**config.mk**
```make
export PLATFORM = sky130hd
export DESIGN_NAME = dl_router
export DESIGN_NICKNAME = d
export VERILOG_FILES = /design/src/rtl/dl_router.sv
export SDC_FILE = /design/constraint.sdc
export NUM_CORES = 1
export LEC_CHECK = 0
export CAP_MARGIN = 15
export CORE_MARGIN = 2
export CORE_UTILIZATION = 35
export CTS_CLUSTER_DIAMETER = 120
export CTS_CLUSTER_SIZE = 40
export DETAILED_ROUTE_END_ITERATION = 12
export PLACE_DENSITY = 0.66
export REMOVE_ABC_BUFFERS = 1
export SLEW_MARGIN = 25
export SYNTH_ARGS = -nofsm -noshare
export SYNTH_HDL_FRONTEND = slang
export SYNTH_SLANG_ARGS = --single-unit
```
**constraint.sdc**
```tcl
create_clock -name clk_4m -period 2.3 [get_ports clk_4m]
set_input_delay 0.46 -clock clk_4m [delete_from_list [all_inputs] [get_ports clk_4m]]
set_output_delay 0.46 -clock clk_4m [all_outputs]
set_load 0.01 [all_outputs]
```
**src/rtl/dl_router.sv**
```systemverilog
// ROM-download router: decodes the ioctl stream into per-channel word writes and holds the core in reset.
// Optional DL_CHECKSUM_EN adds a running 8-bit sum of the accepted bytes on dl_sum.
`timescale 1ns/1ps
module dl_router #(
  parameter int unsigned CHANNELS    = 2,
  parameter int unsigned INDEX_BASE  = 0,
  parameter int unsigned ADDR_W      = 14,
  parameter int unsigned DATA_W      = 8,
  parameter int unsigned HOLD_CYCLES = 16
) (
  input  logic                clk_4m,
  input  logic                reset_n,
  input  logic                ioctl_download,
  input  logic                ioctl_wr,
  input  logic [24:0]         ioctl_addr,
  input  logic [7:0]          ioctl_dout,
  input  logic [7:0]          ioctl_index,
  output logic                ioctl_wait,
  output logic [ADDR_W-1:0]   dn_addr,
  output logic [DATA_W-1:0]   dn_data,
  output logic [CHANNELS-1:0] dn_wr,
  input  logic [CHANNELS-1:0] dn_ready,
  output logic                core_reset,
  output logic                dl_overflow,
  output logic [7:0]          dl_sum
);

  localparam int unsigned BYTES = DATA_W / 8;
  localparam int unsigned LB    = $clog2(BYTES);
  localparam int unsigned LW    = (LB == 0) ? 1 : LB;
  localparam int unsigned HW    = $clog2(HOLD_CYCLES + 1);

  typedef enum logic [1:0] {S_IDLE, S_LOAD, S_DRAIN, S_HOLD} state_t;

  state_t              state;
  logic [HW-1:0]       hold_cnt;
  logic [DATA_W-1:0]   word_buf;
  logic                pend;
  logic [CHANNELS-1:0] ch_q;
  logic [ADDR_W-1:0]   addr_q;

  // Byte decode: target channel, lane within the word, word address and range checks
  logic [7:0]          ch_raw;
  logic                ch_ok;
  logic [CHANNELS-1:0] ch_onehot;
  logic [LW-1:0]       lane;
  logic [ADDR_W-1:0]   waddr;
  logic                addr_ok;
  logic                take;
  logic                drop;
  logic                last;
  logic                ack;
  logic [DATA_W-1:0]   merged;

  assign ch_raw    = ioctl_index - 8'(INDEX_BASE);
  assign ch_ok     = 32'(ch_raw) < CHANNELS;
  assign ch_onehot = CHANNELS'(1) << ch_raw;
  assign lane      = LW'(ioctl_addr & 25'(BYTES - 1));
  assign waddr     = ADDR_W'(ioctl_addr >> LB);
  assign addr_ok   = (ioctl_addr >> (ADDR_W + LB)) == 25'd0;
  assign take      = (state == S_LOAD) && ioctl_wr && !ioctl_wait && ch_ok && addr_ok;
  assign drop      = (state == S_LOAD) && ioctl_wr && !take;
  assign last      = lane == LW'(BYTES - 1);
  assign ack       = |(dn_wr & dn_ready);

  // Current word buffer with the incoming byte merged into its lane
  always_comb begin
    merged = word_buf;
    for (int i = 0; i < BYTES; i++) begin
      if (lane == LW'(i)) merged[8*i +: 8] = ioctl_dout;
    end
  end

  always_ff @(posedge clk_4m or negedge reset_n) begin
    if (!reset_n) begin
      state       <= S_HOLD;
      hold_cnt    <= HW'(HOLD_CYCLES);
      word_buf    <= '0;
      pend        <= 1'b0;
      ch_q        <= '0;
      addr_q      <= '0;
      ioctl_wait  <= 1'b0;
      dn_addr     <= '0;
      dn_data     <= '0;
      dn_wr       <= '0;
      core_reset  <= 1'b1;
      dl_overflow <= 1'b0;
    end else begin
      if (ack) begin
        dn_wr      <= '0;
        ioctl_wait <= 1'b0;
      end
      if (drop) dl_overflow <= 1'b1;

      case (state)
        S_IDLE: begin
          core_reset <= 1'b0;
          if (ioctl_download) begin
            state       <= S_LOAD;
            core_reset  <= 1'b1;
            dl_overflow <= 1'b0;
            word_buf    <= '0;
            pend        <= 1'b0;
          end
        end
        S_LOAD: begin
          if (take) begin
            ch_q   <= ch_onehot;
            addr_q <= waddr;
            if (last) begin
              dn_wr      <= ch_onehot;
              ioctl_wait <= 1'b1;
              dn_addr    <= waddr;
              dn_data    <= merged;
              word_buf   <= '0;
              pend       <= 1'b0;
            end else begin
              word_buf <= merged;
              pend     <= 1'b1;
            end
          end
          // A byte completing its word in the same cycle as the fall leaves nothing to drain
          if (!ioctl_download) begin
            if (take ? !last : pend) begin
              state <= S_DRAIN;
            end else begin
              state    <= S_HOLD;
              hold_cnt <= HW'(HOLD_CYCLES);
            end
          end
        end
        S_DRAIN: begin
          if (pend) begin
            if (dn_wr == '0) begin
              dn_wr      <= ch_q;
              ioctl_wait <= 1'b1;
              dn_addr    <= addr_q;
              dn_data    <= word_buf;
              word_buf   <= '0;
              pend       <= 1'b0;
            end
          end else if (dn_wr == '0 || ack) begin
            state    <= S_HOLD;
            hold_cnt <= HW'(HOLD_CYCLES);
          end
        end
        S_HOLD: begin
          if (ioctl_download) begin
            state    <= S_LOAD;
            hold_cnt <= HW'(HOLD_CYCLES);
          end else if (hold_cnt <= HW'(1)) begin
            state      <= S_IDLE;
            core_reset <= 1'b0;
          end else begin
            hold_cnt <= hold_cnt - HW'(1);
          end
        end
        default: state <= S_HOLD;
      endcase
    end
  end

`ifdef DL_CHECKSUM_EN
  // Running sum of accepted bytes, restarted when a new download begins
  always_ff @(posedge clk_4m or negedge reset_n) begin
    if (!reset_n) begin
      dl_sum <= 8'h00;
    end else if (state == S_IDLE && ioctl_download) begin
      dl_sum <= 8'h00;
    end else if (take) begin
      dl_sum <= dl_sum + ioctl_dout;
    end
  end
`else
  assign dl_sum = 8'h00;
`endif

endmodule
```
==> impl_metrics.py <==
metrics = {
    "clock_network": {
        "clockBufferDepth": 2,
        "clock_sinks": 51,
        "cts.htree.levels": 2,
        "clk_latency_ps": 300,
        "cts_tree": "done",
        "root_buffer": "clkbuf_8",
        "postCtsSetupBuffers": 0,
        "numCtsBuffers": 5,
        "clk_pin_slew_ps": 100,
        "ctsHoldBuffers": 0,
    },
    "layout": {
        "finalNetCount": 376,
        "drive_gt1_share_pct": 20.4,
        "final_common_cell": "clkdlybuf4s50_1",
        "num_antenna_cells": 0,
        "fill_cells": 670,
        "area_delta_synth_final_pct": 38.7,
        "multiInputGateArea_sq_mm": 0.00119,
        "seq_area_sq_mm": 0.00128,
        "layoutNonFillerInstCount": 423,
        "final_cell_mix": "72 x clkdlybuf4s50_1, 52 x nand2_1, 47 x dfrtp_1, 36 x mux2_2",
    },
    "synthesis": {
        "synthFlopType": "dfrtp_1",
        "synth-edff-count": 0,
        "synth_xor_area_share_pct": 0,
        "postSynthCellCount": 242,
        "muxShareOfSynthArea_pct": 16.2,
        "synth_top_family_by_area": "multiplexers",
        "synth_compound_area_share_pct": 10.4,
        "yosysUniqueCellTypes": 43,
        "yosysWarnings": 0,
        "synthAdderAreaFrac_pct": 2.92,
        "synth-seq-cells": 51,
        "syn_area_sq_mm": 0.00257,
        "synth_seq_area_share_pct": 49.9,
        "synth_simple_gate_area_share_pct": 15.2,
        "synth_area_per_cell_sq_um": 10.6,
        "async_flop_share_pct": 100,
    },
    "critical_path": {
        "start_kind": "register",
        "r2r_end": "hold_cnt[3]",
        "crit_required_ps": 2490,
        "rr_worst_depth": 7,
        "arrival_ps": 2400,
        "critPathKind": "reg -> reg",
        "crit_path_end_kind": "register",
        "crit_fanout": 5,
        "rrSetupSlack_ps": 90,
        "rr_startpoint": "state[0]",
    },
    "drt": {
        "via_per_inst": 4.83,
        "ant_nets": 0,
        "drc": 0,
        "vias": 2041,
        "routedWlPerCell_um": 14.0,
        "drtPass1Iterations": 5,
        "totalWireLength_um": 5920,
        "first_iter_violations": 71,
    },
    "grt": {
        "antenna_found_initial": 0,
        "grt_max_degree": 21,
        "grt_pass1_wl_um": 9720,
        "grtUsageTotal_pct": 15.6,
        "grt_pass1_vias": 2061,
        "grt_overflow_total": 0,
    },
    "placement": {
        "dpl.cell_count": 415,
        "io_buffers": 73,
        "gp_congestion": 0.889,
        "dpl.hpwl_um": 4370,
    },
    "die": {
        "dieArea_sq_mm": 0.00804,
        "die_w_um": 89.7,
        "die_h_um": 89.7,
        "ios": 82,
        "core_sq_mm": 0.00718,
        "initial_core_util_pct": 35.8,
        "std_cell_rows": 31,
    },
    "timing": {
        "finalHoldViolations": 0,
        "period_needed_ps": 2210,
        "fmax_ghz": 0.453,
        "setup_violations": 0,
        "min_period_over_period_pct": 96.0,
        "maxSlewViolCount": 0,
        "setup-tns-final_ps": 0,
        "rsz0062_at_grt": "false",
        "skew_ps": 5.72,
    },
    "run_status": {
        "outcome": "completed",
    },
    "pwr": {
        "cellLeakagePower_nw": 1.63,
        "peakVddDrop_mv": 0.463,
        "power_density_mw_per_mm2": 1090,
    },
    "min_path": {
        "hold_class": "in -> async",
    },
    "job": {
        "maxCapViolations": 0,
    },
}
==> through the flow <==
step	instance area [sq um]	total power, mW	hold slack (ps)	util, %	setup WS (ps)
5_1_grt	3560	4.19	70.6	49.7	11.2
4_1_cts	3560	3.96	63.8	49.6	90.6
3_5_place_dp	3460	3.38	398	48.2	-14.2
6_report	3560	3.90	60.8	49.7	91.1
3_3_place_gp	3460	3.35	396	48.2	19.8
2_1_floorplan	2490	2.50	164	-	-667
==> Yosys cell counts, types with 2 or more instances <==
cell      instances  area, sq um
a32o_1            2         20.0
inv_1             7         26.3
dfrtp_1          47         1180
o22ai_1           2         12.5
nand2b_1          2         12.5
a22oi_1           2         15.0
nor2_1            3         11.3
a21oi_1           5         25.0
nor3_1            3         15.0
clkbuf_1          6         22.5
ha_1              6         75.1
o31ai_1           4         30.0
o21ai_0           7         35.0
nand2_1          52          195
mux2_2           36          405
nor4_1            5         31.3
o21a_1            3         22.5
a31oi_1           2         12.5
a22o_1            2         17.5
dfstp_2           4          105
nand4_1           2         12.5
buf_2             3         15.0
nor2b_1          10         62.6
buf_4             8         60.1
==> worst max path at each step <==
stage                   start  depth (start not counted)  slack (ps)          end
3_5_place_dp   ioctl_index[4]                          6         -10     dn_wr[0]
3_3_place_gp   ioctl_addr[19]                          6          20     dn_wr[0]
2_1_floorplan        state[1]                          4        -670   dn_addr[0]
4_1_cts              state[1]                          7          90   dn_addr[1]
6_report             state[0]                          7          90  hold_cnt[3]
5_1_grt              state[0]                          7          10  hold_cnt[1]
==> cell families after synthesis <==
family	Yosys count
AND/OR/NAND/NOR	84
flip-flops	51
AO/OA/AOI/OAI	38
multiplexers	37
buffers and inverters	25
adder cells (fa/ha/maj)	6
other	1
==> power by group <==
part           leakage (nW)  internal (mW)  switching [mW]
logic                 0.919           1.13           0.856
registers             0.660           1.19           0.166
clock network        0.0474          0.246           0.305
total                  1.63           2.57            1.33
==> critical path, cell delays in order, from the launching register on <==
cell and delay, ps:
dfstp_2 560, inv_1 70, ha_1 240, o21a_1 140
a222oi_1 430, nand2_2 150, or2_4 300, a22o_1 230
==> timing repair <==
| item | CTS | global route |
|---|---|---|
| resized for setup | 0 | 1 |
| endpoints found under the hold margin | 0 | 0 |
| endpoints found under the setup margin | 0 | 22 |
==> flip-flops by register name, summed over array words and instances, names as in the netlist <==
name	flops
dn_wr	2
addr_q	14
dn_data	8
core_reset	1
state	2
hold_cnt	5
dl_overflow	1
ioctl_wait	1
ch_q	2
dn_addr	14
pend	1
==> metal layers <==
layer,GRT usage [%],wire length (um)
met1,20.3,2620
met2,26.5,2870
met3,3.20,385
met4,4.21,50
met5,0,0
==> cell type report <==
type	count	area share, %
clock buffer	6	2.32
clock inverter	2	0.456
inverter	7	0.737
multi-input combinational	173	33.5
sequential	51	36.0
tap	99	3.48
timing repair buffer	85	23.6
(Power assumes the default switching activity.)
